## config.mk

```make
export PLATFORM = sky130hd
export DESIGN_NAME = l1_i_controller_flat
export DESIGN_NICKNAME = d
export VERILOG_FILES = /design/src/rtl/l1_i_controller_pkg.sv /design/src/rtl/l1_i_controller_if.sv /design/src/rtl/l1_i_controller_tag_array.sv /design/src/rtl/l1_i_controller.sv /design/src/flat_wrapper.sv
export SDC_FILE = /design/constraint.sdc
export NUM_CORES = 1
export LEC_CHECK = 0
export BUFFER_PORTS_ARGS = -buffer_cell sky130_fd_sc_hd__buf_2
export CAP_MARGIN = 20
export CORE_MARGIN = 8
export CORE_UTILIZATION = 56
export DETAILED_ROUTE_END_ITERATION = 8
export HOLD_SLACK_MARGIN = 0.06
export PLACE_DENSITY_LB_ADDON = 0.1
export SLEW_MARGIN = 5
export SYNTH_ARGS = -nofsm -noshare
export SYNTH_HDL_FRONTEND = slang
export SYNTH_HIERARCHICAL = 1
export SYNTH_SLANG_ARGS = --single-unit
export TNS_END_PERCENT = 10
```

## constraint.sdc

```tcl
create_clock -name clk -period 4.4 [get_ports clk]
set_clock_uncertainty 0.05 [all_clocks]
set_input_delay 0.88 -clock clk [delete_from_list [all_inputs] [get_ports clk]]
set_output_delay 0.88 -clock clk [all_outputs]
set_load 0.1 [all_outputs]
```

## src/rtl/l1_i_controller_pkg.sv

```systemverilog
// Shared types and default geometry for the L1 instruction-cache control stage.
package l1_i_pkg;

  // Default tag width; the index takes what is left after tag and line offset.
  localparam int TNUM_DEF = 21;
  localparam int OFF_W    = 6;
  localparam int INUM_DEF = 32 - OFF_W - TNUM_DEF;

  typedef enum logic [2:0] {
    IDLE    = 3'd0,
    COMPARE = 3'd1,
    MISS    = 3'd2,
    REFILL  = 3'd3,
    FLUSH   = 3'd4
  } l1_i_state_t;

endpackage

```

## src/rtl/l1_i_controller_if.sv

```systemverilog
// Core fetch, data-array and L2 fill signals of the L1 instruction-cache controller.
// master = core / L2 side, slave = controller.
interface l1_i_controller_if #(
  parameter int INUM = l1_i_pkg::INUM_DEF
);

  // Core fetch side
  logic                       read_C_L1;
  logic [31:0]                address_C_L1;
  logic                       flush_C_L1;
  logic                       ready_L1_C;
  logic                       busy_L1_C;

  // Data array side
  logic [INUM-1:0]            index_C_L1;
  logic [l1_i_pkg::OFF_W-1:0] offset;
  logic                       refill;
  logic                       way;

  // L2 line-fill side
  logic                       read_L1_L2;
  logic [31:0]                address_L1_L2;
  logic                       ready_L2_L1;

  modport master (
    output read_C_L1, address_C_L1, flush_C_L1, ready_L2_L1,
    input  ready_L1_C, busy_L1_C, index_C_L1, offset, refill, way,
           read_L1_L2, address_L1_L2
  );

  modport slave (
    input  read_C_L1, address_C_L1, flush_C_L1, ready_L2_L1,
    output ready_L1_C, busy_L1_C, index_C_L1, offset, refill, way,
           read_L1_L2, address_L1_L2
  );

endinterface

```

## src/rtl/l1_i_controller_tag_array.sv

```systemverilog
// Tag, valid and LRU storage for the 2-way L1 instruction cache.
// Reads are combinational on the presented index; writes land on the clock edge.
// lru holds the way to evict next for each set.
module l1_i_tag_array
  import l1_i_pkg::*;
#(
  parameter  int TNUM = TNUM_DEF,
  parameter  int INUM = INUM_DEF,
  localparam int SETS = 2 ** INUM
) (
  input  logic            clk,
  input  logic            rst,
  input  logic [INUM-1:0] index,
  input  logic [TNUM-1:0] tag_in,
  input  logic            we,
  input  logic            way_we,
  input  logic            lru_we,
  input  logic            lru_in,
  input  logic            clear_set,
  output logic [TNUM-1:0] tag0,
  output logic [TNUM-1:0] tag1,
  output logic            valid0,
  output logic            valid1,
  output logic            lru
);

  logic [TNUM-1:0] tag0_mem [SETS];
  logic [TNUM-1:0] tag1_mem [SETS];
  logic [SETS-1:0] valid0_q;
  logic [SETS-1:0] valid1_q;
  logic [SETS-1:0] lru_q;

  // Tag write on refill; tags are meaningless while their valid bit is clear, so no reset.
  always_ff @(posedge clk) begin
    if (we) begin
      if (way_we) tag1_mem[index] <= tag_in;
      else        tag0_mem[index] <= tag_in;
    end
  end

  // Valid and LRU bits: cleared by reset or per-set flush, set/updated by refill and hits.
  always_ff @(posedge clk) begin
    if (rst) begin
      valid0_q <= '0;
      valid1_q <= '0;
      lru_q    <= '0;
    end else begin
      if (clear_set) begin
        valid0_q[index] <= 1'b0;
        valid1_q[index] <= 1'b0;
      end else if (we) begin
        if (way_we) valid1_q[index] <= 1'b1;
        else        valid0_q[index] <= 1'b1;
      end
      if (clear_set)   lru_q[index] <= 1'b0;
      else if (lru_we) lru_q[index] <= lru_in;
    end
  end

  assign tag0   = tag0_mem[index];
  assign tag1   = tag1_mem[index];
  assign valid0 = valid0_q[index];
  assign valid1 = valid1_q[index];
  assign lru    = lru_q[index];

endmodule

```

## src/rtl/l1_i_controller.sv

```systemverilog
// Control stage of the 2-way set-associative L1 instruction cache: hit/miss
// resolution, victim choice, L2 line-fill handshake and fence.i flush walk.
module l1_i_controller
  import l1_i_pkg::*;
#(
  parameter  int TNUM = TNUM_DEF,
  parameter  int INUM = 32 - OFF_W - TNUM,
  localparam int SETS = 2 ** INUM
) (
  input  logic               clk,
  input  logic               rst,
  l1_i_controller_if.slave   bus
);

  l1_i_state_t     state;
  logic [31:0]     addr_q;
  logic            victim_q;
  logic [INUM-1:0] cnt_q;

  logic [TNUM-1:0] tag_l;
  logic [INUM-1:0] idx_l;
  logic [INUM-1:0] ta_index;
  logic [TNUM-1:0] tag0;
  logic [TNUM-1:0] tag1;
  logic            valid0;
  logic            valid1;
  logic            lru;
  logic            hit0;
  logic            hit1;
  logic            hit;
  logic            victim_c;
  logic            ta_we;
  logic            lru_we;
  logic            lru_in;
  logic            clear_set;

  assign tag_l = addr_q[31 -: TNUM];
  assign idx_l = addr_q[OFF_W +: INUM];

  assign hit0 = valid0 && (tag0 == tag_l);
  assign hit1 = valid1 && (tag1 == tag_l);
  assign hit  = hit0 || hit1;

  // Fill an empty way first (way0 before way1); only evict by LRU when the set is full.
  assign victim_c = !valid0 ? 1'b0 : (!valid1 ? 1'b1 : lru);

  // Tag store control: the flush walk owns the index while it runs.
  always_comb begin
    ta_index  = (state == FLUSH) ? cnt_q : idx_l;
    ta_we     = (state == REFILL);
    clear_set = (state == FLUSH);
    lru_we    = (state == REFILL) || ((state == COMPARE) && hit);
    lru_in    = (state == REFILL) ? ~victim_q : ~hit1;
  end

  l1_i_tag_array #(
    .TNUM (TNUM),
    .INUM (INUM)
  ) u_tags (
    .clk       (clk),
    .rst       (rst),
    .index     (ta_index),
    .tag_in    (tag_l),
    .we        (ta_we),
    .way_we    (victim_q),
    .lru_we    (lru_we),
    .lru_in    (lru_in),
    .clear_set (clear_set),
    .tag0      (tag0),
    .tag1      (tag1),
    .valid0    (valid0),
    .valid1    (valid1),
    .lru       (lru)
  );

  // Main FSM; after a refill it returns to COMPARE so the fetch completes through the hit path.
  always_ff @(posedge clk) begin
    if (rst) begin
      state    <= IDLE;
      addr_q   <= '0;
      victim_q <= 1'b0;
      cnt_q    <= '0;
    end else begin
      case (state)
        IDLE: begin
          if (bus.flush_C_L1) begin
            cnt_q <= '0;
            state <= FLUSH;
          end else if (bus.read_C_L1) begin
            addr_q <= bus.address_C_L1;
            state  <= COMPARE;
          end
        end
        COMPARE: begin
          if (hit) begin
            state <= IDLE;
          end else begin
            victim_q <= victim_c;
            state    <= MISS;
          end
        end
        MISS: begin
          if (bus.ready_L2_L1) state <= REFILL;
        end
        REFILL: begin
          state <= COMPARE;
        end
        FLUSH: begin
          cnt_q <= cnt_q + INUM'(1);
          if (cnt_q == INUM'(SETS - 1)) state <= IDLE;
        end
        default: state <= IDLE;
      endcase
    end
  end

  // Two ways holding the same valid tag would mean the tag store is corrupt.
  always_ff @(posedge clk) begin
    if (!rst && state == COMPARE) begin
      assert (!(hit0 && hit1));
    end
  end

  assign bus.ready_L1_C    = (state == COMPARE) && hit;
  assign bus.busy_L1_C     = (state != IDLE);
  assign bus.index_C_L1    = (state == IDLE) ? bus.address_C_L1[OFF_W +: INUM] : idx_l;
  assign bus.offset        = (state == IDLE) ? bus.address_C_L1[OFF_W-1:0] : addr_q[OFF_W-1:0];
  assign bus.refill        = (state == REFILL);
  assign bus.way           = (state == COMPARE) ? hit1 :
                             ((state == MISS) || (state == REFILL)) ? victim_q : 1'b0;
  assign bus.read_L1_L2    = (state == MISS);
  assign bus.address_L1_L2 = {addr_q[31:OFF_W], {OFF_W{1'b0}}};

endmodule
```

## src/flat_wrapper.sv

```systemverilog
// flat-port wrapper written by rule: the top's interface ports become plain ports
module l1_i_controller_flat import l1_i_pkg::*;
#(
  parameter  int TNUM = TNUM_DEF,
  parameter  int INUM = 32 - OFF_W - TNUM,
  localparam int SETS = 2 ** INUM
)
  (clk, rst, bus_read_C_L1, bus_address_C_L1, bus_flush_C_L1, bus_ready_L2_L1, bus_ready_L1_C, bus_busy_L1_C, bus_index_C_L1, bus_offset, bus_refill, bus_way, bus_read_L1_L2, bus_address_L1_L2);
  l1_i_controller_if #(.INUM(INUM)) bus_i ();
  input  logic clk;
  input  logic rst;
  input wire logic [$bits(bus_i.read_C_L1)-1:0] bus_read_C_L1;
  input wire logic [$bits(bus_i.address_C_L1)-1:0] bus_address_C_L1;
  input wire logic [$bits(bus_i.flush_C_L1)-1:0] bus_flush_C_L1;
  input wire logic [$bits(bus_i.ready_L2_L1)-1:0] bus_ready_L2_L1;
  output wire logic [$bits(bus_i.ready_L1_C)-1:0] bus_ready_L1_C;
  output wire logic [$bits(bus_i.busy_L1_C)-1:0] bus_busy_L1_C;
  output wire logic [$bits(bus_i.index_C_L1)-1:0] bus_index_C_L1;
  output wire logic [$bits(bus_i.offset)-1:0] bus_offset;
  output wire logic [$bits(bus_i.refill)-1:0] bus_refill;
  output wire logic [$bits(bus_i.way)-1:0] bus_way;
  output wire logic [$bits(bus_i.read_L1_L2)-1:0] bus_read_L1_L2;
  output wire logic [$bits(bus_i.address_L1_L2)-1:0] bus_address_L1_L2;
  assign bus_i.read_C_L1 = bus_read_C_L1;
  assign bus_i.address_C_L1 = bus_address_C_L1;
  assign bus_i.flush_C_L1 = bus_flush_C_L1;
  assign bus_i.ready_L2_L1 = bus_ready_L2_L1;
  assign bus_ready_L1_C = bus_i.ready_L1_C;
  assign bus_busy_L1_C = bus_i.busy_L1_C;
  assign bus_index_C_L1 = bus_i.index_C_L1;
  assign bus_offset = bus_i.offset;
  assign bus_refill = bus_i.refill;
  assign bus_way = bus_i.way;
  assign bus_read_L1_L2 = bus_i.read_L1_L2;
  assign bus_address_L1_L2 = bus_i.address_L1_L2;
  l1_i_controller #(.TNUM(TNUM), .INUM(INUM)) u_core (.clk(clk), .rst(rst), .bus(bus_i));
endmodule
```

==> reports/results.txt <==
Status -> finished with violations
Failing checks -> setup timing
Crit path cell chain -> nor2_4 -> nand2_4 -> clkinv_4 -> buf_6 -> nand2_4 -> nand2_8 -> buf_12 -> buf_16 -> buf_16 -> buf_12 -> mux2i_4 -> o22ai_2 -> nor4_4 -> nand2_1 -> xnor2_1 -> nand4_1 -> nor4_2 -> buf_4 -> a22oi_2 -> nor2_4 -> buf_12
Async SR Flop Fraction -> 0%
Routed via count -> 34.7k
# hold bufs at CTS -> 0
Rel. slew slack -> 24.8%
Cell Area, Synth -> 58300 sq um
CP max stage delay -> 0.48 ns
Vias in the first global route -> 34.5k
Dpl ws -> -1.13 ns
Final ANT Viol Nets -> 0
Cells after Synth -> 3557
Synth warn -> 6
Clock Tree Buf Depth -> 3
CP top delay family -> simple AND/OR/NAND/NOR gates
Drt via density -> 6.26
DRC -> 0
Final WS setup -> -1.18 ns
Initial antenna violation count -> 3
Final hold vios -> 0
Worst EP arrival -> 4.65 ns
Uppermost layer routed -> met4
CP max FO -> 8
DIE AREA -> 115000 sq um
CTS tree -> yes
Seq/Total Area, Yosys -> 74.0%
Gr usage total -> 28.1%
Seq cells post-synth -> 1481
LEAKAGE -> 23.6 nW
Setup Crit Path Kind -> flop to primary output
RSZ-0062 raised after global routing -> true
Die W -> 339 um
Fin. max-slew vios -> 0
First-pass GRT wire length -> 236000 um
Core area -> 103000 sq um
Worst Setup End Kind -> primary output
Largest net degree at the start of global routing -> 83
Initial Util -> 56.4%
# setup viols final -> 34
Grt total ovfl -> 0
Post-synth EDFFs -> 1344
Required @ worst endpoint -> 3.47 ns
CTS buffer count -> 148
Crit path buffers/inverters -> 8
Syn-to-layout area delta -> 20.5%
Most repeated library cell on the critical path -> buf_12
H-tree Lvls -> 4
Clock tree sinks -> 1481
Clock Pin Slew Worst Setup and Hold Paths -> 0.06 ns
Routed metal-1 wire length -> 69300 um
Non-filler cells, final -> 5544
WL met2 -> 75700 um
Startpoint Class -> flop
CTS Root Cell -> clkbuf_16
Wire length on met3 -> 15200 um
GPL Wtd Cong -> 0.945
Pwr/cell area -> 424 nW/um^2
Max Cap Violations -> 0
Die Height -> 339 um
Maximum clock frequency -> 0.179 GHz
Dominant synthesized flop cell -> edfxtp_1
Row Count -> 118
Post-DP HPWL -> 97600 um
IO Pins -> 85
Hold crit path type -> input pin to flop
Clock Latency Late Sink -> 0.76 ns
TritonRoute pass-1 iters -> 6
Worst vdd ir -> 430 uV
I/O Buffers -> 78
Final min period -> 5.58 ns
Total wire length -> 165000 um
Ratio of cells with drive above 1 in the final layout -> 24.9%
Tcrit/Tclk final -> 127%
Avg Cell Area, Syn -> 16.4 sq um
Inst Count DP -> 5177
Synth unique cells -> 52
Wirelength per Cell -> 29.8 um
Fin nets -> 4085
Fill cells -> 6912
Initial DRC Count -> 3967
Worst-margin pin slew -> 1.13 ns
Crit-path slowest cell -> nor4_4
==> final cells by class <==
| type | count | area [sq um] | area share [%] |
|---|---|---|---|
| timing repair buffer | 577 | 5930 | 8.44 |
| multi-input combinational | 1834 | 14900 | 21.2 |
| clock buffer | 196 | 4020 | 5.73 |
| sequential | 1481 | 43100 | 61.4 |
| inverter | 4 | 20.0 | 0.0285 |
| antenna | 5 | 12.5 | 0.0178 |
| clock inverter | 67 | 472 | 0.672 |
| tap | 1380 | 1730 | 2.46 |
==> repair_timing <==
action	in CTS	in global routing
setup buffers	74	15
resized for setup	159	75
pin swaps	71	41
cloned	18	1
endpoints found under the setup margin	36	35
==> worst reg2reg max path, stage by stage (launching register included) <==
cell	delay, ns
dfxtp_2	0.34
nor2_4	0.13
nand2_4	0.08
clkinv_4	0.08
buf_6	0.11
nand2_4	0.06
nand2_8	0.09
buf_12	0.15
buf_4	0.14
buf_4	0.16
buf_16	0.16
buf_4	0.28
mux2i_1	0.47
o22ai_1	0.15
nor4_2	0.37
nand2_1	0.13
and3_1	0.17
a22oi_2	0.39
nor2_4	0.10
or2_2	0.31
nor2_2	0.20
buf_12	0.20
o21ai_0	0.13
a21oi_1	0.16
==> kinds of logic after synthesis <==
family,synth area share [%]
other,0.00643
multiplexers,12.4
buffers and inverters,2.40
XOR/XNOR,0.631
AND/OR/NAND/NOR,4.17
adder cells (fa/ha/maj),0.0429
AO/OA/AOI/OAI,6.40
flip-flops,74.0
==> synthesized netlist by cell type (all sizes together), types with 5 or more instances <==
cell / number / area, sq um
edfxtp: 1344 / 40400
a21oi: 99 / 495
nand4: 10 / 77.6
nand2: 222 / 833
mux2i: 720 / 7210
nand4bb: 6 / 67.6
xor2: 5 / 43.8
clkbuf: 55 / 208
a31oi: 5 / 31.3
o21ai: 37 / 185
o22ai: 360 / 2500
dfxtp: 137 / 2740
nor2: 105 / 394
nor4: 94 / 588
xnor2: 37 / 324
buf: 188 / 1180
o21a: 64 / 480
nand3: 14 / 75.1
==> report_power, final <==
part / internal, W / leakage, nW / switching, W
clock: 0.00661 / 2.17 / 0.00514
sequential: 0.0154 / 14.3 / 0.0000953
combinational: 0.00104 / 7.13 / 0.00154
==> layer usage <==
layer | vias to the layer above | global-route usage (%)
li1 | 15000 | -
met1 | 17800 | 40.1
met2 | 1701 | 43.7
met3 | 265 | 5.66
met4 | 0 | 8.81
met5 | - | 0
==> cells in the final DEF (no fill, tap or decap), drive strengths merged, types with 5 or more instances in the layout <==
master and count:
a31oi 5, buf 570, nand2 222, nor2 105, xor2 5, xnor2 37
mux2i 720, clkinv 52, clkinvlp 7, a21oi 99, o21ai 37, conb 6
nor4 94, o21a 64, o22ai 360, clkbuf 197, dfxtp 137, inv 9
bufbuf 6, nand4 10, nand3 14, edfxtp 1344, nand4bb 6, diode 5
==> worst paths after layout <==
| check | startpoint | end | slack [ns] | depth (start not counted) |
|---|---|---|---|---|
| setup / recovery | u_core/state[1] | bus_ready_L1_C | -1.18 | 21 |
| hold / removal | bus_address_C_L1[12] | u_core/addr_q[12] | 0.30 | 3 |
| setup reg to reg | u_core/state[1] | u_core/u_tags/lru_q[3] | -0.29 | 23 |
| hold reg to reg | flop | flop | 0.42 | 1 |
==> flip-flops by register name (all words and copies together), names as in the netlist, named ones only <==
signal / count
u_core/addr_q: 32
u_core/cnt_q: 5
u_core/state: 3
u_core/u_tags/lru_q: 32
u_core/u_tags/tag0_mem: 672
u_core/u_tags/tag1_mem: 672
u_core/victim_q: 1
==> stage by stage <==
| step | utilization [%] | hold WS (ns) | setup TNS, ns | power (W) | cell area, sq um |
|---|---|---|---|---|---|
| floorplan | - | 0.387 | 0 | 0.0171 | 58400 |
| global placement | 61.2 | 0.393 | -25.84 | 0.0179 | 63300 |
| CTS | 67.6 | 0.259 | -6.56 | 0.0298 | 69900 |
| finish | 68.0 | 0.300 | -10.47 | 0.0298 | 70200 |
| global route | 67.9 | 0.287 | -14.22 | 0.0306 | 70200 |
| detailed placement | 61.2 | 0.401 | -28.13 | 0.0180 | 63300 |
(Power assumes the default switching activity.)
